--- config.mk ---
export PLATFORM = sky130hd
export DESIGN_NAME = block_header_parser
export DESIGN_NICKNAME = d
export VERILOG_FILES = /design/src/rtl/zstd_pkg.sv /design/src/rtl/byte_unpacker.sv /design/src/rtl/block_header_parser.sv
export SDC_FILE = /design/constraint.sdc
export NUM_CORES = 1
export LEC_CHECK = 0
export BUFFER_PORTS_ARGS = -buffer_cell sky130_fd_sc_hd__buf_2
export CORE_ASPECT_RATIO = 0.6
export CORE_MARGIN = 2
export CORE_UTILIZATION = 51
export CTS_BUF_LIST = sky130_fd_sc_hd__clkbuf_16
export CTS_CLUSTER_SIZE = 12
export DETAILED_ROUTE_END_ITERATION = 6
export GPL_TIMING_DRIVEN = 0
export HOLD_SLACK_MARGIN = 0.06
export PLACE_DENSITY = 0.75
export SLEW_MARGIN = 20
export SYNTH_ARGS = -nofsm -noshare
export SYNTH_HDL_FRONTEND = slang
export SYNTH_SLANG_ARGS = --single-unit
--- constraint.sdc ---
create_clock -name clk -period 2.3 [get_ports clk]
set_input_delay 0.23 -clock clk [delete_from_list [all_inputs] [get_ports clk]]
set_output_delay 0.23 -clock clk [all_outputs]
set_load 0.01 [all_outputs]
--- src/rtl/zstd_pkg.sv ---
// Shared zstd block-layer types and constants.
// Latency: n/a (declarations only).
// Backpressure: n/a.
package zstd_pkg;

  typedef enum logic [1:0] {
    RAW        = 2'd0,
    RLE        = 2'd1,
    COMPRESSED = 2'd2,
    RESERVED   = 2'd3
  } block_type_t;

  // Largest legal block payload in bytes.
  localparam int unsigned MAX_BLOCK_SIZE  = 131072;
  // Block header length in bytes (little-endian 24-bit word).
  localparam int unsigned BLOCK_HDR_BYTES = 3;

endpackage

--- src/rtl/byte_unpacker.sv ---
// Splits 16-bit input words into a byte stream through a 2-byte holding register.
// Latency: an accepted byte is visible at byte_dat the cycle after acceptance.
// Backpressure: in_ready only while the register is empty and accept_en is high; pop drains one byte.
module byte_unpacker
  import zstd_pkg::*;
(
  input  logic        clk,
  input  logic        reset,
  input  logic        clear,
  input  logic        accept_en,
  input  logic [15:0] data_in,
  input  logic [1:0]  in_keep,
  input  logic        in_valid,
  output logic        in_ready,
  input  logic        pop,
  output logic        byte_vld,
  output logic [7:0]  byte_dat
);

  logic [7:0] b0_q, b0_d;
  logic [7:0] b1_q, b1_d;
  logic [1:0] cnt_q, cnt_d;

  assign in_ready = accept_en && (cnt_q == 2'd0);
  assign byte_vld = (cnt_q != 2'd0);
  assign byte_dat = b0_q;

  // Load a word (keep-qualified) when empty, otherwise shift out the oldest byte on pop.
  always_comb begin
    b0_d  = b0_q;
    b1_d  = b1_q;
    cnt_d = cnt_q;
    if (clear) begin
      b0_d  = 8'd0;
      b1_d  = 8'd0;
      cnt_d = 2'd0;
    end else if (in_valid && in_ready) begin
      // keep = 00 is accepted and dropped; the high byte only counts alongside the low one.
      if (in_keep[0]) begin
        b0_d  = data_in[7:0];
        b1_d  = in_keep[1] ? data_in[15:8] : 8'd0;
        cnt_d = in_keep[1] ? 2'd2 : 2'd1;
      end
    end else if (pop && byte_vld) begin
      b0_d  = b1_q;
      b1_d  = 8'd0;
      cnt_d = cnt_q - 2'd1;
    end
  end

  // Holding register state.
  always_ff @(posedge clk) begin
    if (reset) begin
      b0_q  <= 8'd0;
      b1_q  <= 8'd0;
      cnt_q <= 2'd0;
    end else begin
      b0_q  <= b0_d;
      b1_q  <= b1_d;
      cnt_q <= cnt_d;
    end
  end

endmodule

--- src/rtl/block_header_parser.sv ---
// Parses zstd block headers and forwards raw/compressed payload or expands RLE blocks.
// Latency: header fields pulse one cycle after the third header byte; payload one byte per cycle.
// Backpressure: out_ready low stalls byte consumption; in_ready drops while the holding register is occupied.
module block_header_parser
  import zstd_pkg::*;
(
  input  logic        clk,
  input  logic        reset,
  input  logic        start,
  input  logic [15:0] data_in,
  input  logic [1:0]  in_keep,
  input  logic        in_valid,
  output logic        in_ready,
  output logic        last_block,
  output logic [1:0]  block_type,
  output logic [20:0] block_size,
  output logic        hdr_valid,
  output logic [7:0]  out_data,
  output logic        out_valid,
  input  logic        out_ready,
  output logic        out_is_rle,
  output logic        finished,
  output logic        error
);

  typedef enum logic [2:0] {IDLE, HDR, RAW, RLE_LOAD, RLE_EMIT, DONE, ERROR} state_t;

  localparam logic [20:0] MAX_SIZE = 21'(MAX_BLOCK_SIZE);
  localparam logic [1:0]  HDR_LAST = 2'(BLOCK_HDR_BYTES - 1);

  state_t      state_q, state_d;
  logic [1:0]  hcnt_q, hcnt_d;
  logic [15:0] hlo_q, hlo_d;
  logic [20:0] cnt_q, cnt_d;
  logic [7:0]  rle_q, rle_d;
  logic        last_q, last_d;
  logic [1:0]  type_q, type_d;
  logic [20:0] size_q, size_d;
  logic        hdr_valid_q, hdr_valid_d;
  logic        finished_q, finished_d;
  logic        error_q, error_d;

  logic        pop;
  logic        accept_en;
  logic        byte_vld;
  logic [7:0]  byte_dat;
  logic [23:0] hdr_full;
  block_type_t hdr_type;
  logic [20:0] hdr_size;
  logic        hdr_bad;
  logic        out_xfer;

  assign accept_en = (state_q != IDLE) && (state_q != DONE) && (state_q != ERROR);

  byte_unpacker u_unpacker (
    .clk       (clk),
    .reset     (reset),
    .clear     (start),
    .accept_en (accept_en),
    .data_in   (data_in),
    .in_keep   (in_keep),
    .in_valid  (in_valid),
    .in_ready  (in_ready),
    .pop       (pop),
    .byte_vld  (byte_vld),
    .byte_dat  (byte_dat)
  );

  // The third header byte is decoded straight off the holding register.
  assign hdr_full = {byte_dat, hlo_q};
  assign hdr_type = block_type_t'(hdr_full[2:1]);
  assign hdr_size = hdr_full[23:3];
  assign hdr_bad  = (hdr_type == zstd_pkg::RESERVED) || (hdr_size > MAX_SIZE);
  assign out_xfer = out_valid && out_ready;

  // Next-state, header decode, payload counting and output drive.
  always_comb begin
    state_d     = state_q;
    hcnt_d      = hcnt_q;
    hlo_d       = hlo_q;
    cnt_d       = cnt_q;
    rle_d       = rle_q;
    last_d      = last_q;
    type_d      = type_q;
    size_d      = size_q;
    hdr_valid_d = 1'b0;
    finished_d  = finished_q || (state_q == DONE);
    error_d     = error_q;
    pop         = 1'b0;
    out_valid   = 1'b0;
    out_data    = 8'd0;
    out_is_rle  = 1'b0;

    case (state_q)
      HDR: begin
        if (byte_vld) begin
          pop = 1'b1;
          if (hcnt_q == HDR_LAST) begin
            hcnt_d      = 2'd0;
            hdr_valid_d = 1'b1;
            last_d      = hdr_full[0];
            type_d      = hdr_full[2:1];
            size_d      = hdr_size;
            cnt_d       = hdr_size;
            if (hdr_bad) begin
              state_d = ERROR;
              error_d = 1'b1;
            end else if (hdr_type == zstd_pkg::RLE) begin
              state_d = RLE_LOAD;
            end else if (hdr_size == 21'd0) begin
              state_d = hdr_full[0] ? DONE : HDR;
            end else begin
              state_d = RAW;
            end
          end else begin
            if (hcnt_q == 2'd0) hlo_d[7:0]  = byte_dat;
            else                hlo_d[15:8] = byte_dat;
            hcnt_d = hcnt_q + 2'd1;
          end
        end
      end
      RAW: begin
        out_valid = byte_vld;
        out_data  = byte_vld ? byte_dat : 8'd0;
        if (out_xfer) begin
          pop   = 1'b1;
          cnt_d = cnt_q - 21'd1;
          if (cnt_q == 21'd1) state_d = last_q ? DONE : HDR;
        end
      end
      RLE_LOAD: begin
        if (byte_vld) begin
          pop     = 1'b1;
          rle_d   = byte_dat;
          // A zero-length RLE block still swallows its one byte.
          if (cnt_q == 21'd0) state_d = last_q ? DONE : HDR;
          else                state_d = RLE_EMIT;
        end
      end
      RLE_EMIT: begin
        out_valid  = 1'b1;
        out_data   = rle_q;
        out_is_rle = 1'b1;
        if (out_xfer) begin
          cnt_d = cnt_q - 21'd1;
          if (cnt_q == 21'd1) state_d = last_q ? DONE : HDR;
        end
      end
      default: ;
    endcase

    // start restarts header parsing from any state, abandoning a block in flight.
    if (start) begin
      state_d     = HDR;
      hcnt_d      = 2'd0;
      cnt_d       = 21'd0;
      hdr_valid_d = 1'b0;
      finished_d  = 1'b0;
      error_d     = 1'b0;
    end
  end

  // State and registered outputs.
  always_ff @(posedge clk) begin
    if (reset) begin
      state_q     <= IDLE;
      hcnt_q      <= 2'd0;
      hlo_q       <= 16'd0;
      cnt_q       <= 21'd0;
      rle_q       <= 8'd0;
      last_q      <= 1'b0;
      type_q      <= 2'd0;
      size_q      <= 21'd0;
      hdr_valid_q <= 1'b0;
      finished_q  <= 1'b0;
      error_q     <= 1'b0;
    end else begin
      state_q     <= state_d;
      hcnt_q      <= hcnt_d;
      hlo_q       <= hlo_d;
      cnt_q       <= cnt_d;
      rle_q       <= rle_d;
      last_q      <= last_d;
      type_q      <= type_d;
      size_q      <= size_d;
      hdr_valid_q <= hdr_valid_d;
      finished_q  <= finished_d;
      error_q     <= error_d;
    end
  end

  assign last_block = last_q;
  assign block_type = type_q;
  assign block_size = size_q;
  assign hdr_valid  = hdr_valid_q;
  assign finished   = finished_q;
  assign error      = error_q;

endmodule

### Yosys cells after proc, flatten, opt, wreduce, memory -nomap -nowiden

Cells that the tools add are included.

* $add $sub $neg: 3
* order comparisons: 1
* equal/unequal tests: 22
* mux-type cells: 37
* bitwise logic cells: 4
* reductions and logical operators: 32

Operator list (count)
* $mux 8: 8
* $mux 21: 3
* $logic_not 21->1: 2
* $pmux 21 s2: 1
* $mux 3: 11
* $eq 21x1->1 const B: 1
* $gt 21x18->1 const B: 1
* $sub 21x1->21 const B: 1
* $pmux 8 s2: 1
* $reduce_and 4->1: 4
* $ne 3x3->1 const B: 5
* $reduce_and 6->1: 2
* $mux 2: 5
* $pmux 3 s3: 1
* $ne 2x2->1 const B: 4
* $eq 3x2->1 const B: 2
* $eq 3x3->1 const B: 2
* $logic_and 1x1->1: 6
* $ne 3x1->1 const B: 2
* $reduce_and 2->1: 3
* $reduce_bool 2->1: 3
* $reduce_bool 3->1: 2
* $reduce_or 2->1: 3
* $mux 1: 5
* other kinds (13): 21

* register bits: 95
* bits of input ports: 23
* output and inout port bits: 38
* logic and storage cells: 115

### Longest topological paths before layout

* word-level depth: 8
* depth in mapped cells: 9
* mapped depth without buffers: 7

### Cells and area by module

A second synthesis with hierarchy kept.

* cells, all modules: 579
* area total of the unflattened synthesis: 4760.8 um^2

By module, submodules not included
* block_header_parser: instances 1, cells each 484, area each 3837.4 um^2, sequential area each 1541.5 um^2
* byte_unpacker: instances 1, cells each 95, area each 923.4 um^2, sequential area each 360.3 um^2

### Least setup slack after synthesis

No wires, ideal clock.

* kind: reg2reg
* from: register u_unpacker.cnt_q[0]
* to: register cnt_q[16]
* setup time: 128 ps
* data arrival time: 2325 ps
* data required time: 2172 ps
* setup slack: -152 ps
* stages on the path, launching flop included: 9
* buffers on the path: 1
* cells stage by stage: dfxtp_1 > inv_1 > ha_1 > or3b_2 > a211o_1 > clkbuf_1 > or4_1 > a32oi_1 > nor2_1

* cells in the longest elaborated chain, start to end: 5
* elaborated cells between the ends (all ways): 6

RTL lines
* from (decl): RTL line byte_unpacker.sv:22 `logic [1:0] cnt_q, cnt_d;`
* from (signal assigned): RTL line byte_unpacker.sv:60 `cnt_q <= cnt_d;`
* $reduce_bool 2->1 *: RTL line byte_unpacker.sv:25 `assign byte_vld = (cnt_q != 2'd0);`
* $pmux 1 s2: RTL line block_header_parser.sv:94 `case (state_q)`
* $logic_and 1x1->1: RTL line block_header_parser.sv:74 `assign out_xfer = out_valid && out_ready;`
* $ne 2x1->1 (no source line)
* $reduce_and 4->1 (no source line) *
* to (signal assigned): RTL line block_header_parser.sv:181 `cnt_q <= cnt_d;`
* to (decl): RTL line block_header_parser.sv:34 `logic [20:0] cnt_q, cnt_d;`

Every way passes the cells marked *; elsewhere a longest branch is shown, timed or not.
A chain may end at the register's enable or synchronous reset.

### Worst setup path in the final report

* from: register u_unpacker.cnt_q[1]
* to: register state_q[2]

* cells in the longest elaborated chain, start to end: 5
* elaborated cells between the ends (all ways): 7

RTL lines
* $reduce_bool 2->1 *: RTL line byte_unpacker.sv:25
* $pmux 1 s2: RTL line block_header_parser.sv:94
* $logic_and 1x1->1: RTL line block_header_parser.sv:74
* $ne 2x1->1 (no source line)
* $reduce_and 6->1 (no source line) *
* to (signal assigned): RTL line block_header_parser.sv:178 `state_q <= state_d;`
* to (decl): RTL line block_header_parser.sv:31 `state_t state_q, state_d;`

Marks and branches as above.

==> reports/qor.yml <==
yosys:
  netlist_area_um2: 4428
  synth_top_cells_by_count: "nand2_1, dfxtp_1, a21oi_1, nor2_1, clkbuf_1"
  synth_compound_area_share_pct: 22.97
  seq_area_frac_synth_pct: 42.95
  synthAdderAreaFrac_pct: 0.8477
  yosysTopAreaCellShare_pct: 42.95
  muxShareOfSynthArea_pct: 4.069
  synth-xor-area-share_pct: 0.3956
  synthCells: 557
  avgSynthCellArea_um2: 7.950
  ys_async_sr_fraction_pct: 0
  yosysUniqueCellTypes: 59
  yosysTopAreaCell: "dfxtp_1"
  synthFlopType: "dfxtp_1"
  yosysMostFrequentCell: "nand2_1"
  syn_nets: 583
  synth_top_family_by_area: "simple AND/OR/NAND/NOR gates"
  synth_edf_count: 0
  yosys_register_bits: 95
  ys_warn_count: 0
  yosys-top-cells-area: "dfxtp_1, nand2_1, a21oi_1"
  synth-simple-area-share_pct: 23.31
sta:
  period_needed_ns: 2.374
  final-setup-viol-count: 6
  fin_crit_sh_pct: 103.2
  max_freq_ghz: 0.4212
  tightest_slew_ns: 0.7352
  holdWs_ns: 0.1285
  relSlewSlack_pct: 50.81
  fin_ws_ns: -0.07442
  clock_skew_ns: 0.009232
  hold_viol: 0
  rsz0062_at_grt: "true"
  finalMaxSlewViolations: 0
finish:
  drive_above_1_share_pct: 24.50
  fillers: 722
  area_growth_pct: 25.74
  antenna_cells: 0
  nets: 670
power_and_ir_drop:
  power_leakage_nw: 2.183
  power.total_w: 0.003492
  p_per_area_nw_per_um2: 627.1
  peakVddDrop_mv: 0.5171
setup_path:
  critPathKind: "flop to flop"
  end_kind: "flop"
  cp.required_ns: 2.55
  critPathTopFamily: "compound AO/OA/AOI/OAI gates"
  cp_data_arrival_time_ns: 2.63
  crit_chain: "inv_2 -> ha_4 -> or3b_4 -> a211o_1 -> o31a_1 -> buf_4 -> o211a_1 -> a31o_2"
  cp.buffers_inverters: 2
  cp_max_fo: 4
  cpMaxStageDelayCell: "or3b_4"
  start_kind: "flop"
  critPathMaxStageDelay_ns: 0.42
detailed_routing:
  wirelength_um: 14670
  drt_iter0_markers: 716
  drtPass1Iterations: 5
  vias: 4734
  wl_per_cell_um: 19.28
  drc: 0
  ant_nets: 0
  vias_per_cell: 6.221
clock_network:
  clkTransAtPathRegs_ns: 0.07
  htreeDepth: 3
  cts_tree: "done"
  clock-root-buffer: "clkbuf_16"
  clock_sinks: 95
  ctsLongestPathBuffers: 2
  cts_made_buffers: 9
  clock_latency_ns: 0.36
die:
  io_pins: 61
  die-area_um2: 9468
  die_x_um: 124.3
  rows: 26
  start_util_pct: 52.35
  die_h_um: 76.18
  design.core.area_um2: 8458
global_routing:
  grt_max_degree: 19
  antenna_found_initial: 0
  grt_pass1_wl_um: 22880
  overflow: 0
  grt.total_usage_pct: 30.42
  grt_pass1_vias: 4338
flow_run:
  cap_viol_max_count: 0
placement:
  gp_congestion: 0.9892
  dpl.hpwl_um: 9832
  port-buffer-count: 59
status:
  violations: "negative setup slack"
  status: "finished with violations"
min_path:
  hp-class: "input port to flop"
[sequential cells by signal, indices dropped and copies added (netlist names)]
name / cells
error: 1
hdr_valid: 1
state_q: 3
finished: 1
hlo_q: 16
cnt_q: 21
u_unpacker.cnt_q: 2
last_block: 1
block_size: 21
u_unpacker.b1_q: 8
rle_q: 8
u_unpacker.byte_dat: 8
block_type: 2
hcnt_q: 2
[final cells by class]
cell class | count | area [um^2] | share of cell area [%]
multi-input combinational | 407 | 2447 | 43.96
buffer | 39 | 232.7 | 4.180
inverter | 11 | 41.29 | 0.7416
clock buffer | 9 | 225.2 | 4.045
clock inverter | 7 | 86.33 | 1.551
timing repair buffer | 81 | 484.2 | 8.697
sequential | 95 | 1911 | 34.31
tap | 112 | 140.1 | 2.517
[power by group]
part | switching (W) | internal, W
logic | 0.000140 | 0.0000816
clock network | 0.000736 | 0.000873
registers | 0.0000110 | 0.00165
[worst min-delay path: cells and delay by family]
| kind | cells | cell delay (ns) |
|---|---|---|
| simple gates | 1 | 0.05 |
| buf+inv | 1 | 0.10 |
| compound gates | 1 | 0.07 |
[layout by cell type (no fill, tap or decap), types with 8 or more instances in the layout]
master,netlist,layout
mux2i_1,18,18
clkbuf_16,0,9
nor3_1,8,8
buf_6,3,8
a311oi_1,8,8
o21ai_0,26,21
dfxtp_1,95,90
nand2_1,102,101
nand3_1,9,9
buf_4,1,21
nor2_1,53,51
clkbuf_1,32,17
buf_2,7,63
inv_1,11,9
nand4_1,12,12
a22o_1,8,8
a21oi_1,67,67
[timing repair]
item | 4_1_cts | 5_1_grt
hold buffers | 0 | 0
pin swaps | 12 | 14
gates cloned | 0 | 1
hold endpoints to repair | 0 | 0
gates resized for setup | 37 | 43
buffers inserted | 14 | 7
endpoints found under the setup margin | 84 | 85
[metrics by stage]
step	TNS [ns]	cell area, um^2	instances	setup WS (ns)	utilization [%]
finish	-0.1183	5568	761	-0.07442	65.83
global route	-0.7800	5568	761	-0.1241	65.83
CTS	-0.03672	5380	756	-0.03672	63.61
detailed placement	-19.56	4872	728	-0.5247	57.60
global placement	-16.80	4872	728	-0.4791	57.60
floorplan	0	4437	557	0.01480	-
[layer usage]
metal | vias up | global-route usage, % | part of all wire (%)
met2 | 286 | 42.02 | 41
met3 | 30 | 9.410 | 12
li1 | 2177 | - | -
met4 | 0 | 8.202 | 1.6
met5 | - | 0 | 0
met1 | 2241 | 45.45 | 45
[final timing paths]
| check | start | to | slack [ns] | depth (start not counted) |
|---|---|---|---|---|
| min | data_in[4] | u_unpacker.byte_dat[4] | 0.13 | 3 |
| max reg2reg | u_unpacker.cnt_q[1] | state_q[2] | -0.07 | 8 |
| min reg2reg | block_size[2] | block_size[2] | 0.45 | 2 |
| max | u_unpacker.cnt_q[1] | state_q[2] | -0.07 | 8 |
[cells by family after synthesis]
group / count (synthesis)
DFF: 95
adders and majority gates: 3
AOI/OAI and AO/OA: 159
muxes: 18
xor gates and xnor gates: 2
buffers and inverters: 55
and+or+nand+nor: 225
No activity file was read; power rests on OpenSTA's default activity.
